## config.mk

```make
export PLATFORM = sky130hd
export DESIGN_NAME = traffic_phase_scheduler_flat
export DESIGN_NICKNAME = d
export VERILOG_FILES = /design/src/rtl/traffic_phase_scheduler_if.sv /design/src/rtl/traffic_phase_scheduler.sv /design/src/flat_wrapper.sv
export SDC_FILE = /design/constraint.sdc
export NUM_CORES = 1
export LEC_CHECK = 0
export CAP_MARGIN = 20
export CORE_AREA = 2 2 73 54
export CTS_BUF_LIST = sky130_fd_sc_hd__clkbuf_4
export DETAILED_ROUTE_END_ITERATION = 8
export DIE_AREA = 0 0 75 56
export GPL_ROUTABILITY_DRIVEN = 0
export HOLD_SLACK_MARGIN = 0.08
export PLACE_DENSITY_LB_ADDON = 0.2
export SYNTH_ARGS = -nofsm -noshare
export SYNTH_HDL_FRONTEND = slang
export SYNTH_SLANG_ARGS = --single-unit
```

## constraint.sdc

```tcl
create_clock -name clk -period 4.62 [get_ports clk]
set_clock_uncertainty 0.2 [all_clocks]
set_input_delay 0.462 -clock clk [delete_from_list [all_inputs] [get_ports clk]]
set_output_delay 0.462 -clock clk [all_outputs]
set_load 0.005 [all_outputs]
```

## src/rtl/traffic_phase_scheduler_if.sv

```systemverilog
// Bus between the junction controller and its environment: queue counts in,
// lamp buses plus phase status out.
interface traffic_phase_scheduler_if;
  logic [4:0] cnt_main;
  logic [4:0] cnt_mt;
  logic [4:0] cnt_s;
  logic [2:0] light_M1;
  logic [2:0] light_M2;
  logic [2:0] light_MT;
  logic [2:0] light_S;
  logic [2:0] phase;
  logic       phase_start;

  modport master (
    output cnt_main, cnt_mt, cnt_s,
    input  light_M1, light_M2, light_MT, light_S, phase, phase_start
  );

  modport slave (
    input  cnt_main, cnt_mt, cnt_s,
    output light_M1, light_M2, light_MT, light_S, phase, phase_start
  );
endinterface

```

## src/rtl/traffic_phase_scheduler.sv

```systemverilog
// Timed phase sequencer for a four-approach junction; green dwell scales with the
// queue count seen on phase entry, and the side-road phase is skipped without demand.
module traffic_phase_scheduler #(
  parameter int TICK_DIV    = 1000,
  parameter int GREEN_MIN   = 5,
  parameter int GREEN_MAX   = 20,
  parameter int EXT_PER_VEH = 1,
  parameter int AMBER_T     = 3,
  parameter int ALLRED_T    = 2
) (
  input logic                   clk,
  input logic                   rst,
  traffic_phase_scheduler_if.slave bus
);

  localparam int PW = (TICK_DIV > 1) ? $clog2(TICK_DIV) : 1;
  localparam logic [2:0] LG = 3'b001;
  localparam logic [2:0] LA = 3'b010;
  localparam logic [2:0] LR = 3'b100;

  typedef enum logic [2:0] {
    P0 = 3'd0, P1 = 3'd1, P2 = 3'd2, P3 = 3'd3, P4 = 3'd4, P5 = 3'd5, P6 = 3'd6
  } phase_e;

  phase_e          phase_q, phase_d;
  logic [7:0]      dwell_q, dwell_d;
  logic [PW-1:0]   presc_q, presc_d;
  logic            pstart_q, pstart_d;
  logic [11:0]     lamps_q, lamps_d;
  logic            tick_s;
  logic            illegal_s;

  function automatic logic [7:0] green_ticks(input logic [4:0] n);
    logic [15:0] t;
    t = 16'(GREEN_MIN) + 16'(n) * 16'(EXT_PER_VEH);
    if (t > 16'(GREEN_MAX)) begin
      t = 16'(GREEN_MAX);
    end else begin
      t = t;
    end
    return t[7:0];
  endfunction

  // Lamp word is {M1, M2, MT, S}; anything outside P0..P5 shows all red.
  function automatic logic [11:0] lamp_decode(input phase_e p);
    logic [11:0] l;
    case (p)
      P0:      l = {LG, LG, LR, LR};
      P1:      l = {LG, LA, LR, LR};
      P2:      l = {LG, LR, LG, LR};
      P3:      l = {LA, LR, LA, LR};
      P4:      l = {LR, LR, LR, LG};
      P5:      l = {LR, LR, LR, LA};
      default: l = {LR, LR, LR, LR};
    endcase
    return l;
  endfunction

  assign tick_s    = (presc_q == PW'(TICK_DIV - 1));
  assign illegal_s = (phase_q > P6);

  // Next-state: prescaler, dwell countdown and phase sequencing.
  always_comb begin
    phase_d  = phase_q;
    dwell_d  = dwell_q;
    presc_d  = presc_q + PW'(1);
    pstart_d = 1'b0;
    if (illegal_s) begin
      phase_d = P6;
      dwell_d = 8'(ALLRED_T);
      presc_d = '0;
    end else if (tick_s) begin
      presc_d = '0;
      if (dwell_q <= 8'd1) begin
        pstart_d = 1'b1;
        case (phase_q)
          P0: begin phase_d = P1; dwell_d = 8'(AMBER_T); end
          P1: begin phase_d = P2; dwell_d = green_ticks(bus.cnt_mt); end
          P2: begin phase_d = P3; dwell_d = 8'(AMBER_T); end
          P3: begin
            if (bus.cnt_s != 5'd0) begin
              phase_d = P4;
              dwell_d = green_ticks(bus.cnt_s);
            end else begin
              phase_d = P6;
              dwell_d = 8'(ALLRED_T);
            end
          end
          P4: begin phase_d = P5; dwell_d = 8'(AMBER_T); end
          P5: begin phase_d = P6; dwell_d = 8'(ALLRED_T); end
          P6: begin phase_d = P0; dwell_d = green_ticks(bus.cnt_main); end
          default: begin
            phase_d  = P6;
            dwell_d  = 8'(ALLRED_T);
            pstart_d = 1'b0;
          end
        endcase
      end else begin
        dwell_d = dwell_q - 8'd1;
      end
    end else begin
      presc_d = presc_q + PW'(1);
    end
    lamps_d = lamp_decode(phase_d);
  end

  // State register; lamps are decoded from the next phase so they change on the same edge.
  always_ff @(posedge clk) begin
    if (rst) begin
      phase_q  <= P6;
      dwell_q  <= 8'(ALLRED_T);
      presc_q  <= '0;
      pstart_q <= 1'b0;
      lamps_q  <= {LR, LR, LR, LR};
    end else begin
      phase_q  <= phase_d;
      dwell_q  <= dwell_d;
      presc_q  <= presc_d;
      pstart_q <= pstart_d;
      lamps_q  <= lamps_d;
    end
  end

  assign bus.phase       = phase_q;
  assign bus.phase_start = pstart_q;
  assign bus.light_M1    = lamps_q[11:9];
  assign bus.light_M2    = lamps_q[8:6];
  assign bus.light_MT    = lamps_q[5:3];
  assign bus.light_S     = lamps_q[2:0];

endmodule

```

## src/flat_wrapper.sv

```systemverilog
// flat-port wrapper written by rule: the top's interface ports become plain ports
module traffic_phase_scheduler_flat 
#(
  parameter int TICK_DIV    = 1000,
  parameter int GREEN_MIN   = 5,
  parameter int GREEN_MAX   = 20,
  parameter int EXT_PER_VEH = 1,
  parameter int AMBER_T     = 3,
  parameter int ALLRED_T    = 2
)
  (clk, rst, bus_cnt_main, bus_cnt_mt, bus_cnt_s, bus_light_M1, bus_light_M2, bus_light_MT, bus_light_S, bus_phase, bus_phase_start);
  traffic_phase_scheduler_if bus_i ();
  input logic clk;
  input logic rst;
  input wire logic [$bits(bus_i.cnt_main)-1:0] bus_cnt_main;
  input wire logic [$bits(bus_i.cnt_mt)-1:0] bus_cnt_mt;
  input wire logic [$bits(bus_i.cnt_s)-1:0] bus_cnt_s;
  output wire logic [$bits(bus_i.light_M1)-1:0] bus_light_M1;
  output wire logic [$bits(bus_i.light_M2)-1:0] bus_light_M2;
  output wire logic [$bits(bus_i.light_MT)-1:0] bus_light_MT;
  output wire logic [$bits(bus_i.light_S)-1:0] bus_light_S;
  output wire logic [$bits(bus_i.phase)-1:0] bus_phase;
  output wire logic [$bits(bus_i.phase_start)-1:0] bus_phase_start;
  assign bus_i.cnt_main = bus_cnt_main;
  assign bus_i.cnt_mt = bus_cnt_mt;
  assign bus_i.cnt_s = bus_cnt_s;
  assign bus_light_M1 = bus_i.light_M1;
  assign bus_light_M2 = bus_i.light_M2;
  assign bus_light_MT = bus_i.light_MT;
  assign bus_light_S = bus_i.light_S;
  assign bus_phase = bus_i.phase;
  assign bus_phase_start = bus_i.phase_start;
  traffic_phase_scheduler #(.TICK_DIV(TICK_DIV), .GREEN_MIN(GREEN_MIN), .GREEN_MAX(GREEN_MAX), .EXT_PER_VEH(EXT_PER_VEH), .AMBER_T(AMBER_T), .ALLRED_T(ALLRED_T)) u_core (.clk(clk), .rst(rst), .bus(bus_i));
endmodule
```

# Word-level counts from Yosys, hierarchy flattened
# Index checks and enable logic that the tools add are counted.
[word_totals]
n_memories = 0
mem_bits_rw = 0
in_bits = 17
rom_bits = 0
register_bits = 34
output_inout_bits = 16
latchBits = 0
[classes]
div_mod_pow = 0
n_bitwise = 2
mul = 0
order_cmp = 5
addsub = 5
muxes = 13
shifts = 0
n_reduce_logical = 8
n_eq_ne = 12
[op_table]
columns = ["operator", "count"]
rows = [
  ["12-bit one-hot mux with 6 select lines", 1],
  ["16-bit by 5-bit > comparator with 1-bit output (second input constant)", 3],
  ["8-bit two-way mux", 5],
  ["8-bit one-hot mux with 4 select lines", 1],
  ["3-bit by 5-bit adder with 6-bit output (first input constant)", 3],
  ["3-bit one-hot mux with 6 select lines", 1],
  ["3-bit == test (second input constant)", 5],
  ["3-bit by 2-bit == test with 1-bit output (second input constant)", 4],
  ["10-bit by 1-bit adder with 10-bit output (second input constant)", 1],
  ["10-bit == test (second input constant)", 1],
  ["3-bit two-way mux", 3],
  ["8-bit by 1-bit <= comparator with 1-bit output (second input constant)", 1],
  ["8-bit by 1-bit subtractor with 8-bit output (second input constant)", 1],
  ["7-bit OR reduction", 1],
  ["3-bit by 1-bit == test with 1-bit output (second input constant)", 2],
  ["3-bit logical NOT", 2],
  ["3-bit OR reduction", 2],
  ["5-bit nonzero test", 1],
  ["4-bit OR reduction", 1],
  ["3-bit > comparator (second input constant)", 1],
  ["2-bit two-way mux", 1],
  ["1-bit NOT", 2],
  ["2-bit OR reduction", 1],
  ["1-bit two-way mux", 1],
]

# Depth between registers and ports, before layout
# Gate-level depths: netlist (run 1).
[logic_depth]
depth_word = 8
depth_mapped = 10
ltp_nobuf = 8

# Least setup slack after synthesis (run 1)
# Ideal clock, no wire load.
[synth_timing]
path_type = "register to register"
from = "reg u_core.presc_q[0]"
to = "reg u_core.lamps_q[0]"
synth_period_minus_slack_ns = 2.476
arrival_ns = 2.177
path_buffers = 2
slack_ns = 2.144
setup_time_ns = 0.100
stages_incl_launch_ff = 10
cell_sequence = "dfxtp_1 ha_1 nand2_1 or4_4 buf_6 o31ai_4 o31ai_4 or2_1 buf_6 a2111oi_4"
[synth_between]
elab_chain_len = 5
[synth_lines]
columns = ["element", "line_no", "source"]
rows = [
  ["start, declared", "traffic_phase_scheduler.sv:27", "logic [PW-1:0] presc_q, presc_d;"],
  ["start signal, assigned", "traffic_phase_scheduler.sv:118", "presc_q <= presc_d;"],
  ["10-bit == test *", "traffic_phase_scheduler.sv:59", "assign tick_s = (presc_q == PW'(TICK_DIV - 1));"],
  ["3-bit two-way mux *", "traffic_phase_scheduler.sv:72", "end else if (tick_s) begin"],
  ["3-bit two-way mux *", "traffic_phase_scheduler.sv:68", "if (illegal_s) begin"],
  ["3-bit == test (tied with other cells)", "traffic_phase_scheduler.sv:47", "case (p)"],
  ["12-bit one-hot mux with 6 select lines *", "traffic_phase_scheduler.sv:47", ""],
  ["end signal, assigned", "traffic_phase_scheduler.sv:114", "lamps_q <= {LR, LR, LR, LR};"],
  ["end signal, assigned", "traffic_phase_scheduler.sv:120", "lamps_q <= lamps_d;"],
  ["end, declared", "traffic_phase_scheduler.sv:29", "logic [11:0] lamps_q, lamps_d;"],
]
# Every way passes the cells marked *; elsewhere a longest branch is shown, timed or not.
# A chain may end at the register's enable or synchronous reset.

# Worst setup path after layout (run 1)
[layout_timing]
from = "reg u_core.dwell_q[0]"
to = "reg u_core.lamps_q[0]"
[layout_between]
elab_chain_len = 6
[layout_lines]
columns = ["element", "line_no", "source"]
rows = [
  ["start, declared", "traffic_phase_scheduler.sv:26", "logic [7:0] dwell_q, dwell_d;"],
  ["start signal, assigned", "traffic_phase_scheduler.sv:111", "dwell_q <= 8'(ALLRED_T);"],
  ["start signal, assigned", "traffic_phase_scheduler.sv:117", "dwell_q <= dwell_d;"],
  ["8-bit by 1-bit <= comparator with 1-bit output *", "traffic_phase_scheduler.sv:74", "if (dwell_q <= 8'd1) begin"],
  ["3-bit two-way mux *", "traffic_phase_scheduler.sv:74", ""],
  ["3-bit two-way mux *", "traffic_phase_scheduler.sv:72", ""],
  ["3-bit two-way mux *", "traffic_phase_scheduler.sv:68", ""],
  ["3-bit == test (tied with other cells)", "traffic_phase_scheduler.sv:47", ""],
  ["12-bit one-hot mux with 6 select lines *", "traffic_phase_scheduler.sv:47", ""],
]
# Marked as above.

==> flow_summary_export.csv, run 1 <==
group,metric,value,unit
timing,drv_slew,0,
timing,slew_headroom,0.4449,
global_routing,track_usage,0.2212,
clock_network,cts_made_buffers,5,
die,fp.dieW,75,um
cells_and_area,fin_area,2410,sq um
detailed_routing,vias_per_cell,5.719,
cells_and_area,syn_to_final_growth,18.23,%
clock_network,cts_tree,"done",
logic_synthesis,synthTopCellsByArea,"dfxtp_1, ha_1, a21oi_1",
die,core,3446,sq um
cells_and_area,diodes,0,
placed_design,placed_area,2355,sq um
logic_synthesis,avgSynthCellArea,8.285,sq um
setup_path,critPathKind,"register to register",
global_routing,antenna_found_initial,0,
pwr,p_leak,0.9049,nW
clock_network,cts-root-buf,"clkbuf_4",
detailed_routing,wl_per_cell,13.17,um
timing,tightest_slew,0.8250,ns
logic_synthesis,ys_types,54,
pwr,power.density,211.5,nW/um^2
clock_network,cts_hold_buffers,0,
cells_and_area,drive_above_1_share,0.06934,
setup_path,cp-start-kind,"register",
logic_synthesis,synth_top_area_share,0.3241,
logic_synthesis,ys_seq_elements,33,
cells_and_area,final_cell_mix,"dfxtp_1, clkdlybuf4s50_1, nor2_1, nand2_1, a21oi_1",
timing,fmax,347.4,MHz
timing,hold_viol_final,0,
logic_synthesis,syn-num-nets,273,
logic_synthesis,yosys_most_used_dff,"dfxtp_1",
clock_network,cts_max_level,2,
worst_hold_path,whs_path_depth,1,
cells_and_area,nets,300,
logic_synthesis,synth_top_area_cell,"dfxtp_1",
die,design.die.area,4200,sq um
setup_path,cp-end-kind,"register",
logic_synthesis,synth-async-reset-ratio,0,
timing,setup_viol_count_final,0,
setup_path,cp.arrival,2.94,ns
placed_design,dp_hpwl,3227,um
setup_path,required,4.68,ns
detailed_routing,drt_iter0_drc,147,
run_status,status,"complete, no violations",
logic_synthesis,seq_area_frac_synth,0.3241,
clock_network,path_clk_slew,0.11,ns
logic_synthesis,synth_enable_flop_cells,0,
die,die_y,56,um
timing,rsz0062_at_grt,"no",
detailed_routing,met1_length,2201,um
timing,final.setup.tns,0,ns
clock_network,clock_path_buffers,2,
die,boundaryPins,33,
detailed_routing,highest_layer,"met4",
setup_path,reg2reg_depth,8,
detailed_routing,drtAntennaViolNets,0,
timing,min_period_over_period,0.6230,
clock_network,cts_setup_buffers,0,
global_routing,overflow,0,
pwr,finalPower,0.5096,mW
placed_design,port_buffers,32,
job,drv_cap,0,
clock_network,clk_latency,0.35,ns
detailed_routing,drc,0,
logic_synthesis,synth_cells,246,
die,row_count,18,
detailed_routing,wl_met2,1778,um
pwr,peakVddDrop,0.2347,mV
detailed_routing,wl_met3,254,um
global_routing,grt_max_degree,16,
clock_network,post_cts_resized,0,
detailed_routing,wirelength,4267,um
setup_path,path_max_fanout,11,
detailed_routing,drt_first_pass_iters,4,
worst_hold_path,hold_path.class,"register to register",
detailed_routing,vias,1853,
cells_and_area,mostFrequentLayoutCell,"dfxtp_1",
logic_synthesis,syn_area,2038,sq um
die,initial_core_util,0.5915,
clock_network,cts.sinks,33,
timing,period_needed,2.878,ns
global_routing,grt_pass1_wl,7279,um
logic_synthesis,ys_warn_count,0,
global_routing,grt_pass1_vias,1632,
## worst max-delay path, cell delays in order (launching register included)
cell,delay (ns)
dfxtp_1,0.38
inv_1,0.08
ha_1,0.26
nor2_1,0.11
nand4bb_1,0.40
or2_0,0.57
o31ai_4,0.14
or2_1,0.33
a2111oi_4,0.32
## routing by layer
| layer | track usage | up-vias |
|---|---|---|
| met5 | 0 | - |
| met4 | 0.05867 | 0 |
| met3 | 0.05616 | 4 |
| met2 | 0.3020 | 54 |
| met1 | 0.3393 | 846 |
| li1 | - | 949 |
## where the power goes
| part | internal, mW | switching, mW |
|---|---|---|
| combinational | 0.0298 | 0.0306 |
| clock | 0.0573 | 0.103 |
| sequential | 0.287 | 0.00225 |
## sequential cells by signal, indices dropped and copies added (netlist names)
name / cells
u_core.bus.phase: 3
u_core.bus.phase_start: 1
u_core.dwell_q: 8
u_core.lamps_q: 11
u_core.presc_q: 10
## stage by stage
stage	utilization	setup WS (ns)	hold slack (ns)	cells
after global placement	0.6834	1.752	0.2498	316
after global routing	0.6993	1.551	0.3109	324
final	0.6993	1.742	0.2840	324
after CTS	0.6993	1.752	0.2894	324
after detailed placement	0.6834	1.721	0.2671	316
after floorplan	-	2.144	0.2302	246
## final timing paths
check,startpoint,to,slack [ns]
setup / recovery,u_core.dwell_q[0]$_SDFFE_PP0N_,u_core.lamps_q[0]$_SDFF_PP0_,1.74
hold / removal,u_core.presc_q[0]$_SDFF_PP0_,u_core.presc_q[0]$_SDFF_PP0_,0.28
setup reg to reg,u_core.dwell_q[0]$_SDFFE_PP0N_,u_core.lamps_q[0]$_SDFF_PP0_,1.74
hold reg to reg,u_core.presc_q[0]$_SDFF_PP0_,u_core.presc_q[0]$_SDFF_PP0_,0.28
## cell families (layout without fill, tap and decap cells)
family | after synthesis | count (layout) | share of synthesized area
xor+xnor | 15 | 15 | 0.06446
buf+inv | 20 | 48 | 0.04726
simple gates | 103 | 103 | 0.2627
fa+ha+maj | 10 | 10 | 0.06139
compound gates | 61 | 61 | 0.2198
mux | 4 | 4 | 0.02026
flops | 33 | 33 | 0.3241
## synthesized netlist by cell type, drive strengths merged (2+ instances only)
| cell type | count |
|---|---|
| dfxtp | 33 |
| nor2 | 24 |
| a21oi | 20 |
| nand2 | 20 |
| o21ai | 12 |
| ha | 10 |
| nand3 | 10 |
| nand2b | 9 |
| nor3 | 9 |
| xor2 | 9 |
| inv | 8 |
| and3 | 7 |
| clkbuf | 7 |
| xnor2 | 6 |
| buf | 5 |
| nand4 | 5 |
| o211ai | 4 |
| or2 | 4 |
| or3 | 4 |
| and2 | 3 |
| mux2i | 3 |
| o31ai | 3 |
| a2111oi | 2 |
| a221o | 2 |
| a31oi | 2 |
| nand3b | 2 |
| nor4 | 2 |
| o2111ai | 2 |
| o221a | 2 |
| o221ai | 2 |
## final cells by class
cell class | instances | area (sq um)
Multi-Input combinational cell | 193 | 1281
Tap cell | 50 | 62.56
Clock buffer | 5 | 37.54
Inverter | 8 | 30.03
Fill cell | 312 | 1036
Sequential cell | 33 | 660.6
Timing Repair Buffer | 32 | 320.3
Clock inverter | 3 | 17.52
No activity file was read; power rests on OpenSTA's default activity.
==> run 2: changes to the inputs <==
--- a/config.mk
+++ b/config.mk
@@ -6,10 +6,10 @@
 export NUM_CORES = 1
 export LEC_CHECK = 0
 export CAP_MARGIN = 20
-export CORE_AREA = 2 2 73 54
+export CORE_AREA = 2 2 80 59
 export CTS_BUF_LIST = sky130_fd_sc_hd__clkbuf_4
 export DETAILED_ROUTE_END_ITERATION = 8
-export DIE_AREA = 0 0 75 56
+export DIE_AREA = 0 0 82 61
 export GPL_ROUTABILITY_DRIVEN = 0
 export HOLD_SLACK_MARGIN = 0.08
 export PLACE_DENSITY_LB_ADDON = 0.2
==> constraint.sdc (replaced) <==
create_clock -name clk -period 2.4 [get_ports clk]
set_clock_uncertainty 0.2 [all_clocks]
set_input_delay 0.24 -clock clk [delete_from_list [all_inputs] [get_ports clk]]
set_output_delay 0.24 -clock clk [all_outputs]
set_load 0.005 [all_outputs]
==> run 2 against run 1 <==
Non-clock buffer count increased by 40. Flip-flop and latch count unchanged. First-iteration DRC count decreased by 40%. Hold slack improved by 0.028 ns. Combinational power increased to 2.5 times the previous value. Critical path depth decreased by 1. Cell area increased by 16%.
==> flow_summary_export.csv, run 2 (same netlist as run 1, synthesis figures left out) <==
group,metric,value,unit
setup_path,cp-start-kind,"register",
setup_path,critPathKind,"register to register",
global_routing,track_usage,0.2053,
die,design.die.area,5002,sq um
setup_path,required,2.46,ns
die,fp.dieW,82,um
setup_path,crit_path_max_incr_delay,0.59,ns
die,initial_core_util,0.4848,
detailed_routing,vias_per_cell,5.474,
detailed_routing,drt_iter0_drc,88,
cells_and_area,top_regs,"u_core.lamps_q: 11 flops, u_core.presc_q: 10 flops, u_core.dwell_q: 8 flops",
clock_network,cts.sinks,33,
cells_and_area,drive_above_1_share,0.2293,
setup_path,cp_cell_sequence,"ha_4 -> nand2_2 -> or4_4 -> o31ai_4 -> o31ai_4 -> or2_4 -> nor4_2",
clock_network,clock_path_buffers,2,
cells_and_area,multi_input_area,1346,sq um
detailed_routing,wl_per_cell,13.33,um
timing,setup_viol_count_final,0,
clock_network,clk_latency,0.34,ns
timing,fmax,423.1,MHz
clock_network,cts_hold_buffers,0,
placed_design,placed_area,2636,sq um
timing,hold_viol_final,0,
detailed_routing,drt_first_pass_iters,4,
cells_and_area,largest_reg_flops,11,
global_routing,antenna_found_initial,0,
clock_network,cts_made_buffers,5,
cells_and_area,nets,340,
cells_and_area,fill_cells,370,
setup_path,path_max_fanout,8,
setup_path,cp_num_buf_inv,0,
global_routing,grt_pass1_vias,1765,
clock_network,cts_tree,"done",
cells_and_area,diodes,0,
die,die_y,61,um
setup_path,cp-end-kind,"register",
cells_and_area,fin_cells,369,
timing,period_needed,2.364,ns
global_routing,grt_max_degree,14,
detailed_routing,drc,0,
setup_path,crit_slowest_cell,"or4_4",
cells_and_area,mostFrequentLayoutCell,"buf_4",
detailed_routing,wirelength,4920,um
cells_and_area,regMostFlops,"u_core.lamps_q",
run_status,status,"complete, no violations",
timing,slew_headroom,0.6397,
setup_path,cp_common_cell,"o31ai_4",
die,row_count,20,
cells_and_area,syn_to_final_growth,36.83,%
die,core,4204,sq um
timing,drv_slew,0,
timing,tightest_slew,0.5379,ns
cells_and_area,seqCellArea,664.4,sq um
detailed_routing,vias,2020,
timing,min_period_over_period,0.9848,
global_routing,grt_pass1_wl,7872,um
placed_design,place_inst,357,
cells_and_area,final_cell_mix,"buf_4, clkdlybuf4s50_1, dfxtp_1, nor2_1",
cells_and_area,fin_area,2789,sq um
clock_network,cts_max_level,2,
pwr,finalPower,1.020,mW
global_routing,overflow,0,
setup_path,cp.arrival,2.42,ns
worst_hold_path,hold_path.class,"register to register",
clock_network,path_clk_slew,0.11,ns
placed_design,port_buffers,32,
job,drv_cap,0,
clock_network,cts-root-buf,"clkbuf_4",
pwr,p_leak,1.116,nW
pwr,peakVddDrop,0.2398,mV
detailed_routing,drtAntennaViolNets,0,
die,boundaryPins,33,
pwr,power.density,365.6,nW/um^2
setup_path,crit_family,"simple AND/OR/NAND/NOR gates",
placed_design,dp_hpwl,3628,um
run 2: what timing repair did:
action,in CTS,in global routing
setup endpoints to repair,2,9
resized for setup,3,12
pin swaps,0,6
gates cloned,0,0
buffers inserted,0,4
run 2: routing by layer:
layer | track usage | share of wire | vias to the layer above
li1 | - | - | 1021
met5 | 0 | 0 | -
met2 | 0.2997 | 0.42 | 60
met4 | 0.06190 | 0.0047 | 0
met3 | 0.05804 | 0.062 | 4
met1 | 0.2944 | 0.51 | 935
run 2: cell type report:
class                           count  share of cell area
Inverter                            8             0.01077
Multi-Input combinational cell    193              0.4827
Tap cell                           55             0.02467
Timing Repair Buffer               72              0.2239
Sequential cell                    33              0.2382
Clock inverter                      2            0.003589
Clock buffer                        6             0.01615
run 2: final timing paths:
path                                 from                      endpoint  cells past startpoint  slack, ns
min reg2reg  u_core.presc_q[9]$_SDFF_PP0_  u_core.presc_q[9]$_SDFF_PP0_                      2       0.31
min          u_core.presc_q[9]$_SDFF_PP0_  u_core.presc_q[9]$_SDFF_PP0_                      2       0.31
max          u_core.presc_q[1]$_SDFF_PP0_  u_core.lamps_q[1]$_SDFF_PP0_                      7       0.04
max reg2reg  u_core.presc_q[1]$_SDFF_PP0_  u_core.lamps_q[1]$_SDFF_PP0_                      7       0.04
run 2: per-stage QoR:
| stage | setup TNS (ns) | util | setup WS, ns | hold slack, ns |
|---|---|---|---|---|
| after CTS | 0 | 0.6435 | 0.01540 | 0.2386 |
| after global routing | -0.07626 | 0.6634 | -0.06799 | 0.3455 |
| after detailed placement | -0.3984 | 0.6271 | -0.3075 | 0.2244 |
| after global placement | -0.5001 | 0.6271 | -0.4525 | 0.2253 |
| final | 0 | 0.6634 | 0.03637 | 0.3119 |
| after floorplan | 0 | - | 0.006726 | 0.2078 |
run 2: power by group:
part | total, mW | internal (mW) | switching, mW
sequential | 0.556 | 0.552 | 0.00393
clock | 0.311 | 0.123 | 0.188
combinational | 0.152 | 0.0831 | 0.0692
total | 1.02 | 0.758 | 0.261
run 2: worst register-to-register path: stages, from the launching register on:
cell and delay [ns]:
dfxtp_2 0.36, ha_4 0.14, nand2_2 0.05, or4_4 0.59, o31ai_4 0.28, o31ai_4 0.10, or2_4 0.30, nor4_2 0.27
